`src/rtl/ddr3_bus_bridge.sv`:
```
// ============================================================================
//  Module   : ddr3_bus_bridge
//  Purpose  : Bridges an 8-bit byte bus onto the 128-bit DDR3 controller user
//             port. Byte reads fetch a 16-byte line and return the addressed
//             byte; byte writes read the line, merge the byte and write the
//             whole line back (mask granularity is too coarse for one byte).
//  Revision : 1.0  initial release
// ----------------------------------------------------------------------------
//  Ports
//    clk, rst_n             user clock / asynchronous active-low reset
//    init_calib_complete    controller calibrated; gates new acceptance
//    bus_valid/bus_ready    byte request handshake
//    bus_write, bus_address, bus_wdata   latched request
//    bus_rdata, bus_rdata_en             read byte + one-cycle strobe
//    timeout_error          sticky read-wait watchdog flag
//    cmd_ready, cmd, cmd_en, addr        controller command channel
//    wr_data_rdy, wr_data, wr_data_en, wr_data_end, wr_data_mask
//    rd_data, rd_data_valid, rd_data_end (unused)
//    sr_req, ref_req, burst              tied low
//  Options
//    DDR3_BRIDGE_LINE_BUFFER_EN : keep the last line read/written and serve
//                                 hits without a DDR read.
// ============================================================================
`default_nettype none

module ddr3_bus_bridge #(
    parameter int          TIMEOUT_BITS  = 10,
    parameter logic [7:0]  TIMEOUT_RDATA = 8'hFF
) (
    input  logic         clk,
    input  logic         rst_n,
    input  logic         init_calib_complete,
    input  logic         bus_valid,
    output logic         bus_ready,
    input  logic         bus_write,
    input  logic [26:0]  bus_address,
    input  logic [7:0]   bus_wdata,
    output logic [7:0]   bus_rdata,
    output logic         bus_rdata_en,
    output logic         timeout_error,
    input  logic         cmd_ready,
    output logic [2:0]   cmd,
    output logic         cmd_en,
    output logic [27:0]  addr,
    input  logic         wr_data_rdy,
    output logic [127:0] wr_data,
    output logic         wr_data_en,
    output logic         wr_data_end,
    output logic [7:0]   wr_data_mask,
    input  logic [127:0] rd_data,
    input  logic         rd_data_valid,
    input  logic         rd_data_end,
    output logic         sr_req,
    output logic         ref_req,
    output logic         burst
);

    typedef enum logic [2:0] {
        ST_IDLE    = 3'd0,
        ST_RD_CMD  = 3'd1,
        ST_RD_WAIT = 3'd2,
        ST_MERGE   = 3'd3,
        ST_WR      = 3'd4,
        ST_HIT     = 3'd5
    } state_t;

    localparam logic [2:0] C_CMD_RD = 3'b001;
    localparam logic [2:0] C_CMD_WR = 3'b000;

    state_t                  r_state;
    state_t                  w_next_state;
    logic                    r_bus_ready;
    logic                    r_req_write;
    logic [26:0]             r_req_addr;
    logic [7:0]              r_req_wdata;
    logic [127:0]            r_line;
    logic [TIMEOUT_BITS-1:0] r_wdog;
    logic [7:0]              r_bus_rdata;
    logic                    r_bus_rdata_en;
    logic                    r_timeout_error;

    logic                    w_accept;
    logic                    w_issue_wr;
    logic                    w_wdog_expired;
    logic                    w_hit;

`ifdef DDR3_BRIDGE_LINE_BUFFER_EN
    logic                    r_buf_valid;
    logic [22:0]             r_buf_tag;
`endif

    // Replace byte idx of a line with data.
    function automatic logic [127:0] f_merge(input logic [127:0] line,
                                             input logic [3:0]   idx,
                                             input logic [7:0]   data);
        logic [127:0] res;
        res = line;
        res[{idx, 3'b000} +: 8] = data;
        return res;
    endfunction

    assign w_accept       = bus_valid & r_bus_ready;
    assign w_issue_wr     = cmd_ready & wr_data_rdy;
    assign w_wdog_expired = &r_wdog;

`ifdef DDR3_BRIDGE_LINE_BUFFER_EN
    assign w_hit = r_buf_valid && (r_buf_tag == bus_address[26:4]);
`else
    assign w_hit = 1'b0;
`endif

    // ------------------------------------------------------------------
    // Next-state logic
    // ------------------------------------------------------------------
    always_comb begin
        w_next_state = r_state;
        case (r_state)
            ST_IDLE: begin
                if (w_accept) begin
                    if (w_hit)
                        w_next_state = bus_write ? ST_WR : ST_HIT;
                    else
                        w_next_state = ST_RD_CMD;
                end
            end
            ST_RD_CMD: begin
                if (cmd_ready)
                    w_next_state = ST_RD_WAIT;
            end
            ST_RD_WAIT: begin
                // Data beats the watchdog when both land in the same cycle.
                if (rd_data_valid)
                    w_next_state = r_req_write ? ST_MERGE : ST_IDLE;
                else if (w_wdog_expired)
                    w_next_state = ST_IDLE;
            end
            ST_MERGE: w_next_state = ST_WR;
            ST_WR: begin
                if (w_issue_wr)
                    w_next_state = ST_IDLE;
            end
            ST_HIT:   w_next_state = ST_IDLE;
            default:  w_next_state = ST_IDLE;
        endcase
    end

    // ------------------------------------------------------------------
    // Registers
    // ------------------------------------------------------------------
    always_ff @(posedge clk or negedge rst_n) begin
        if (!rst_n) begin
            r_state         <= ST_IDLE;
            r_bus_ready     <= 1'b0;
            r_req_write     <= 1'b0;
            r_req_addr      <= '0;
            r_req_wdata     <= '0;
            r_line          <= '0;
            r_wdog          <= '0;
            r_bus_rdata     <= '0;
            r_bus_rdata_en  <= 1'b0;
            r_timeout_error <= 1'b0;
`ifdef DDR3_BRIDGE_LINE_BUFFER_EN
            r_buf_valid     <= 1'b0;
            r_buf_tag       <= '0;
`endif
        end else begin
            r_state        <= w_next_state;
            // Ready is only offered from idle with a calibrated controller.
            r_bus_ready    <= (w_next_state == ST_IDLE) && init_calib_complete;
            r_bus_rdata_en <= 1'b0;

            case (r_state)
                ST_IDLE: begin
                    if (w_accept) begin
                        r_req_write <= bus_write;
                        r_req_addr  <= bus_address;
                        r_req_wdata <= bus_wdata;
                        // A write hit merges directly into the buffered line.
                        if (w_hit && bus_write)
                            r_line <= f_merge(r_line, bus_address[3:0], bus_wdata);
                    end
                end
                ST_RD_CMD: begin
                    if (cmd_ready)
                        r_wdog <= '0;
                end
                ST_RD_WAIT: begin
                    if (rd_data_valid) begin
                        r_line <= rd_data;
                        if (!r_req_write) begin
                            r_bus_rdata    <= rd_data[{r_req_addr[3:0], 3'b000} +: 8];
                            r_bus_rdata_en <= 1'b1;
                        end
`ifdef DDR3_BRIDGE_LINE_BUFFER_EN
                        r_buf_valid <= 1'b1;
                        r_buf_tag   <= r_req_addr[26:4];
`endif
                    end else if (w_wdog_expired) begin
                        r_timeout_error <= 1'b1;
                        if (!r_req_write) begin
                            r_bus_rdata    <= TIMEOUT_RDATA;
                            r_bus_rdata_en <= 1'b1;
                        end
`ifdef DDR3_BRIDGE_LINE_BUFFER_EN
                        r_buf_valid <= 1'b0;
`endif
                    end else begin
                        r_wdog <= r_wdog + 1'b1;
                    end
                end
                ST_MERGE: begin
                    r_line <= f_merge(r_line, r_req_addr[3:0], r_req_wdata);
                end
                ST_WR: begin
`ifdef DDR3_BRIDGE_LINE_BUFFER_EN
                    if (w_issue_wr) begin
                        r_buf_valid <= 1'b1;
                        r_buf_tag   <= r_req_addr[26:4];
                    end
`endif
                end
                ST_HIT: begin
                    r_bus_rdata    <= r_line[{r_req_addr[3:0], 3'b000} +: 8];
                    r_bus_rdata_en <= 1'b1;
                end
                default: ;
            endcase
        end
    end

    // ------------------------------------------------------------------
    // Outputs
    // ------------------------------------------------------------------
    always_comb begin
        cmd        = C_CMD_WR;
        cmd_en     = 1'b0;
        wr_data_en = 1'b0;
        case (r_state)
            ST_RD_CMD: begin
                cmd    = C_CMD_RD;
                cmd_en = 1'b1;
            end
            ST_WR: begin
                // Command and data go out together, only when both sides accept.
                if (w_issue_wr) begin
                    cmd_en     = 1'b1;
                    wr_data_en = 1'b1;
                end
            end
            default: ;
        endcase
    end

    assign addr          = {2'b00, r_req_addr[26:4], 3'b000};
    assign wr_data       = r_line;
    assign wr_data_end   = wr_data_en;
    assign wr_data_mask  = 8'h00;
    assign bus_ready     = r_bus_ready;
    assign bus_rdata     = r_bus_rdata;
    assign bus_rdata_en  = r_bus_rdata_en;
    assign timeout_error = r_timeout_error;
    assign sr_req        = 1'b0;
    assign ref_req       = 1'b0;
    assign burst         = 1'b0;

    // rd_data_end carries no information for single-beat BL8 reads.
    logic w_unused_ok;
    assign w_unused_ok = rd_data_end;

endmodule

`default_nettype wire

```
`config.mk`:
```
export PLATFORM = sky130hd
export DESIGN_NAME = ddr3_bus_bridge
export DESIGN_NICKNAME = d
export VERILOG_FILES = /design/src/rtl/ddr3_bus_bridge.sv
export SDC_FILE = /design/constraint.sdc
export NUM_CORES = 1
export LEC_CHECK = 0
export CAP_MARGIN = 20
export CORE_MARGIN = 1
export CORE_UTILIZATION = 45
export CTS_BUF_LIST = sky130_fd_sc_hd__clkbuf_2
export CTS_CLUSTER_SIZE = 16
export DETAILED_ROUTE_END_ITERATION = 7
export DONT_BUFFER_PORTS = 1
export SKIP_LAST_GASP = 1
export SLEW_MARGIN = 20
export SYNTH_ARGS = -nofsm -noshare
export SYNTH_HDL_FRONTEND = slang
export SYNTH_SLANG_ARGS = --single-unit
```
`constraint.sdc`:
```
create_clock -name clk -period 3.17 [get_ports clk]
set_clock_uncertainty 0.1 [all_clocks]
set_input_delay 0.317 -clock clk [delete_from_list [all_inputs] [get_ports clk]]
set_output_delay 0.317 -clock clk [all_outputs]
set_load 0.02 [all_outputs]
```
### After elaboration in Yosys (flattened, before gate mapping)

Index checks and enable logic that the tools add are counted.
Widths: inputs -> output; s select.

* word-level logic and storage cells: 69
* input port bits: 172
* output and inout bits: 184
* flip-flop bits (word level): 188

* multiplexer cells: 27
* shifts and indexed selects: 4
* eq/ne operators: 11
* bitwise logic cells: 3
* reductions and logical operators: 12
* add/sub/neg operators: 2

Operator list (count)
* $pmux 128 s2: 1
* $shiftx 128x8->8: 2
* $bwmux 128: 1
* $mux 128: 1
* $shift 8x9->128 const A: 1
* $shiftx 8x9->128: 1
* $mux 8: 4
* $mux 10: 3
* $pmux 10 s2: 1
* $pmux 8 s2: 1
* $mux 3: 5
* $pmux 3 s5: 1
* $reduce_and 12->1: 1
* $add 10x1->10 const B: 1
* $ne 2x2->1 const B: 5
* $reduce_and 10->1: 1
* $neg 7->9: 1
* $eq 3x2->1 const B: 2
* $eq 3x3->1 const B: 2
* $logic_not 3->1: 2
* $mux 1: 6
* $reduce_bool 2->1: 3
* $pmux 1 s2: 2
* $reduce_and 2->1: 2
* 8 further kinds: 9

### Depth between registers and ports, before layout

* depth after elaboration: 6
* depth in mapped cells: 13
* gate-level depth less buffers: 7

### Worst setup path before layout

Ideal clock, no wire load.

* kind: reg-to-reg
* from: register r_req_addr[1]
* to: register r_line[80], in the netlist wr_data[80]
* setup time: 0.079 ns
* required time: 2.991 ns
* arrival: 2.665 ns
* period minus slack after synthesis: 2.844 ns
* buffers on the path: 6
* stages on the path, launching flop included: 14
* path slack: 0.326 ns
* path through: dfrtp_1 -> buf_2 -> buf_4 -> buf_4 -> buf_2 -> inv_1 -> ha_1 -> buf_2 -> or2_2 -> o21ai_2 -> a21oi_2 -> buf_6 -> o21ai_2 -> a2bb2oi_1

* longest elaborated chain between the ends: 4

RTL lines
* from (decl): line 74 `logic [26:0] r_req_addr;`
* from (signal assigned): line 176 `r_req_addr <= bus_address;`
* $neg 7->9 *: line 98 `res[{idx, 3'b000} +: 8] = data;`
* $shiftx 8x9->128 or $shift 8x9->128 (tied branches): line 98
* $bwmux 128 *: line 98
* $pmux 128 s2 *: line 172 `case (r_state)`
* to (signal assigned): line 180 `r_line <= f_merge(r_line, bus_address[3:0], bus_wdata);`
* to (signal assigned): line 189 `r_line <= rd_data;`
* to (signal assigned): line 212 `r_line <= f_merge(r_line, r_req_addr[3:0], r_req_wdata);`
* to (decl): line 76 `logic [127:0] r_line;`

Mark *: on every way between the ends. The rest lies on a longest branch, timed or not.
A chain may end at the register's enable or synchronous reset.

### Worst setup path after layout

* from: register r_req_addr[0]
* to: register r_line[87], in the netlist wr_data[87]

Same word-level chain as after synthesis.

==> run_results.csv <==
group,metric,value,unit
outcome,status,"finished with violations",
outcome,violations,"hold timing",
synth,synth_enable_flop_cells,0,
synth,synthCells,1078,
power,p_sw_frac,0.509,
layout,layout_commonest_cell,"dlygate4sd3_1",
synth,ys_ff_latch,188,
clock_network,htree_levels,4,
timing,drv_slew,0,
global_route,grt_max_degree,189,
placed_design,dp_hpwl,30.0,mm
timing,worst_pin_slew,1060,ps
placed_design,dp_worst_setup_slack,568,ps
floorplanning,core_region_area,24500,um2
synth,ys.flop_type,"dfrtp_1",
route,vias,10186,
power,leakagePower,5.93,nW
synth,avgSynthCellArea,10.5,um2
power,combPwrFrac,0.462,
route,vias_per_cell,6.48,
power,clockPowerShare,0.091,
setup_path,cp.arrival,3520,ps
global_route,grt_usage,0.352,
setup_path,cp-endpoint,"wr_data[87]$_DFFE_PN0P_",
clock_network,clockRootBuffer,"clkbuf_2",
setup_path,reg2reg_to,"wr_data[87]$_DFFE_PN0P_",
layout,final_cell_mix,"dlygate4sd3_1 (213), dfrtp_1 (186), nand2_1 (158)",
global_route,antenna_found_initial,2,
setup_path,crit_path_top_delay_cell,"dlygate4sd3_1",
setup_path,start_kind,"flip-flop",
floorplanning,rows,57,
setup_path,rrSetupSlack,280,ps
clock_network,clk_pin_slew,320,ps
global_route,grt_pass1_wl,66.5,mm
setup_path,slowest_delay,560,ps
setup_path,crit_type,"flip-flop to flip-flop",
power,power.share.sequential,0.447,
synth,mappedNetlistArea,11300,um2
route,postRouteAntennaNets,0,
setup_path,crit_path_start,"r_req_addr[0]$_DFFE_PN0P_",
placed_design,io_buffers,0,
floorplanning,die_x,161,um
timing,rsz0062_at_grt,"no",
clock_network,post_cts_buffers,0,
route,post_drt_wl_per_cell,29.1,um
clock_network,cts_buffers,17,
layout,nFillCells,2164,
hold_path,min_path_type,"primary input to asynchronous set/reset pin",
setup_path,critPathMaxFanout,17,
floorplanning,initial_core_util,0.462,
timing,finalCriticalPeriod,2890,ps
layout,area_delta_synth_final,21.3,%
floorplanning,fp.dieH,161,um
setup_path,required,3800,ps
floorplanning,io_pins,356,
layout,nets,1409,
clock_network,cts_tree,"built",
timing,period_share,0.912,
setup_path,r2r-start,"r_req_addr[0]$_DFFE_PN0P_",
route,wl,45.6,mm
global_route,grt_pass1_vias,10409,
clock_network,cts_num_sinks,188,
timing,worst_slack,280,ps
clock_network,clk_path_buf_depth,2,
setup_path,path_cells,"inv_1, ha_1, or2_2, nor3_1, a21oi_4, o21ai_4, a2bb2oi_1, dlygate4sd3_1",
clock_network,clock_latency,820,ps
placed_design,gp_congestion,0.974,
power,power_density,1040,nW/um2
synth,ys_seq_area_frac,0.416,
timing,fin_hold_ws,-969,ps
timing,max_clock_freq,0.346,GHz
floorplanning,die-area,25800,um2
route,firstDrtPassIters,5,
setup_path,worstRegToRegCells,8,
synth,yosys_warnings,0,
route,dr.first_iter.drc_count,1171,
power,internal-power,6.98,mW
route,drc_errors,0,
timing,final.setup.tns,0,ps
power,p_switching,7.23,mW
layout,drive_gt1_frac,0.160,
timing,slew_headroom,0.288,
global_route,grt_overflow,0,
synth,ys_types,59,
timing,setup_viol,0,
layout,fin_util,0.561,
timing,hold_viol,188,
power,total_power,14.2,mW
synth,async_reset_ff_frac,1.00,
setup_path,end_kind,"flip-flop",
power,max-vdd-ir-drop,0.498,mV
job,max-cap-violations,0,
cell families (layout without fill, tap and decap cells):
family                     Yosys count  count (layout)  synth area share
AOI/OAI and AO/OA                  322             322             0.207
buffers and inverters              147             297            0.0745
DFF                                188             188             0.416
and+or+nand+nor                    277             277             0.114
adders and majority gates            5               5           0.00553
other                                1              20          0.000332
muxes                              129             129             0.176
xor gates and xnor gates             9               9           0.00697
critical path, delay by kind of cell, from the launching register on:
family	cells	cell delay (ps)
AO/OA/AOI/OAI	3	740
adder cells (fa/ha/maj)	1	260
buffers and inverters	2	640
flip-flops	1	510
AND/OR/NAND/NOR	2	600
metrics by stage:
| step | hold WS, ps | area [um2] | std cells |
|---|---|---|---|
| final | -969 | 13700 | 1571 |
| after global routing | -1030 | 13700 | 1570 |
| after CTS | -996 | 13600 | 1562 |
| after detailed placement | -74.6 | 11300 | 1324 |
| after global placement | -71.2 | 11300 | 1324 |
| after floorplan | -78.6 | 11400 | 1095 |
power by group through the flow:
stage	clock (mW)	combinational [mW]	sequential, mW
global route	1.40	6.93	6.44
global placement	0	5.88	6.32
floorplan	0	5.06	5.31
finish	1.30	6.56	6.35
CTS	1.31	6.40	6.28
detailed placement	0	5.96	6.32
area by class of cell:
| class | count | area, um2 | area share |
|---|---|---|---|
| clock buffer | 17 | 85.1 | 0.00620 |
| sequential | 188 | 4710 | 0.343 |
| multi-input combinational | 760 | 5860 | 0.427 |
| antenna | 2 | 5.00 | 0.000365 |
| tap | 324 | 405 | 0.0296 |
| clock inverter | 15 | 146 | 0.0107 |
| inverter | 15 | 56.3 | 0.00411 |
| timing repair buffer | 250 | 2450 | 0.178 |
state kept, by name, summed over array words and instances, names as in the netlist:
register       cells
r_state            3
bus_ready          1
wr_data          128
r_req_addr        27
bus_rdata_en       1
r_req_write        1
r_req_wdata        8
timeout_error      1
bus_rdata          8
r_wdog            10
worst min path at each step:
stage | end | cells after the start
floorplan | bus_rdata[0]$_DFFE_PN0P_ | 0
global placement | wr_data[2]$_DFFE_PN0P_ | 0
detailed placement | wr_data[2]$_DFFE_PN0P_ | 0
CTS | wr_data[2]$_DFFE_PN0P_ | 0
global route | wr_data[2]$_DFFE_PN0P_ | 0
finish | wr_data[2]$_DFFE_PN0P_ | 0
synth_stat cells (all sizes together), types with 16 or more instances:
master   instances  share of area
mux2i           21          0.019
dfrtp          188           0.42
mux2            58          0.058
o31ai           43          0.029
mux4            50           0.10
a22oi           24          0.016
a21oi           24          0.012
buf             92          0.056
nand2          160          0.055
a2bb2oi         80          0.062
nor2            36          0.012
clkbuf          40          0.013
o21ai           90          0.042
nor3            16         0.0091
timing repair:
action | 4_1_cts | 5_1_grt
endpoints found under the hold margin | 371 | 195
hold buffers | 206 | 7
endpoints found under the setup margin | 0 | 3
resized for setup | 0 | 3
layer usage:
| metal | routed length [um] | vias up | GRT usage |
|---|---|---|---|
| met1 | 16700 | 5008 | 0.437 |
| met2 | 20900 | 744 | 0.545 |
| met4 | 2570 | 2 | 0.185 |
| met3 | 5460 | 155 | 0.117 |
| li1 | - | 4277 | - |
| met5 | 11 | - | 0 |
Power figures use the tool's default switching activity.
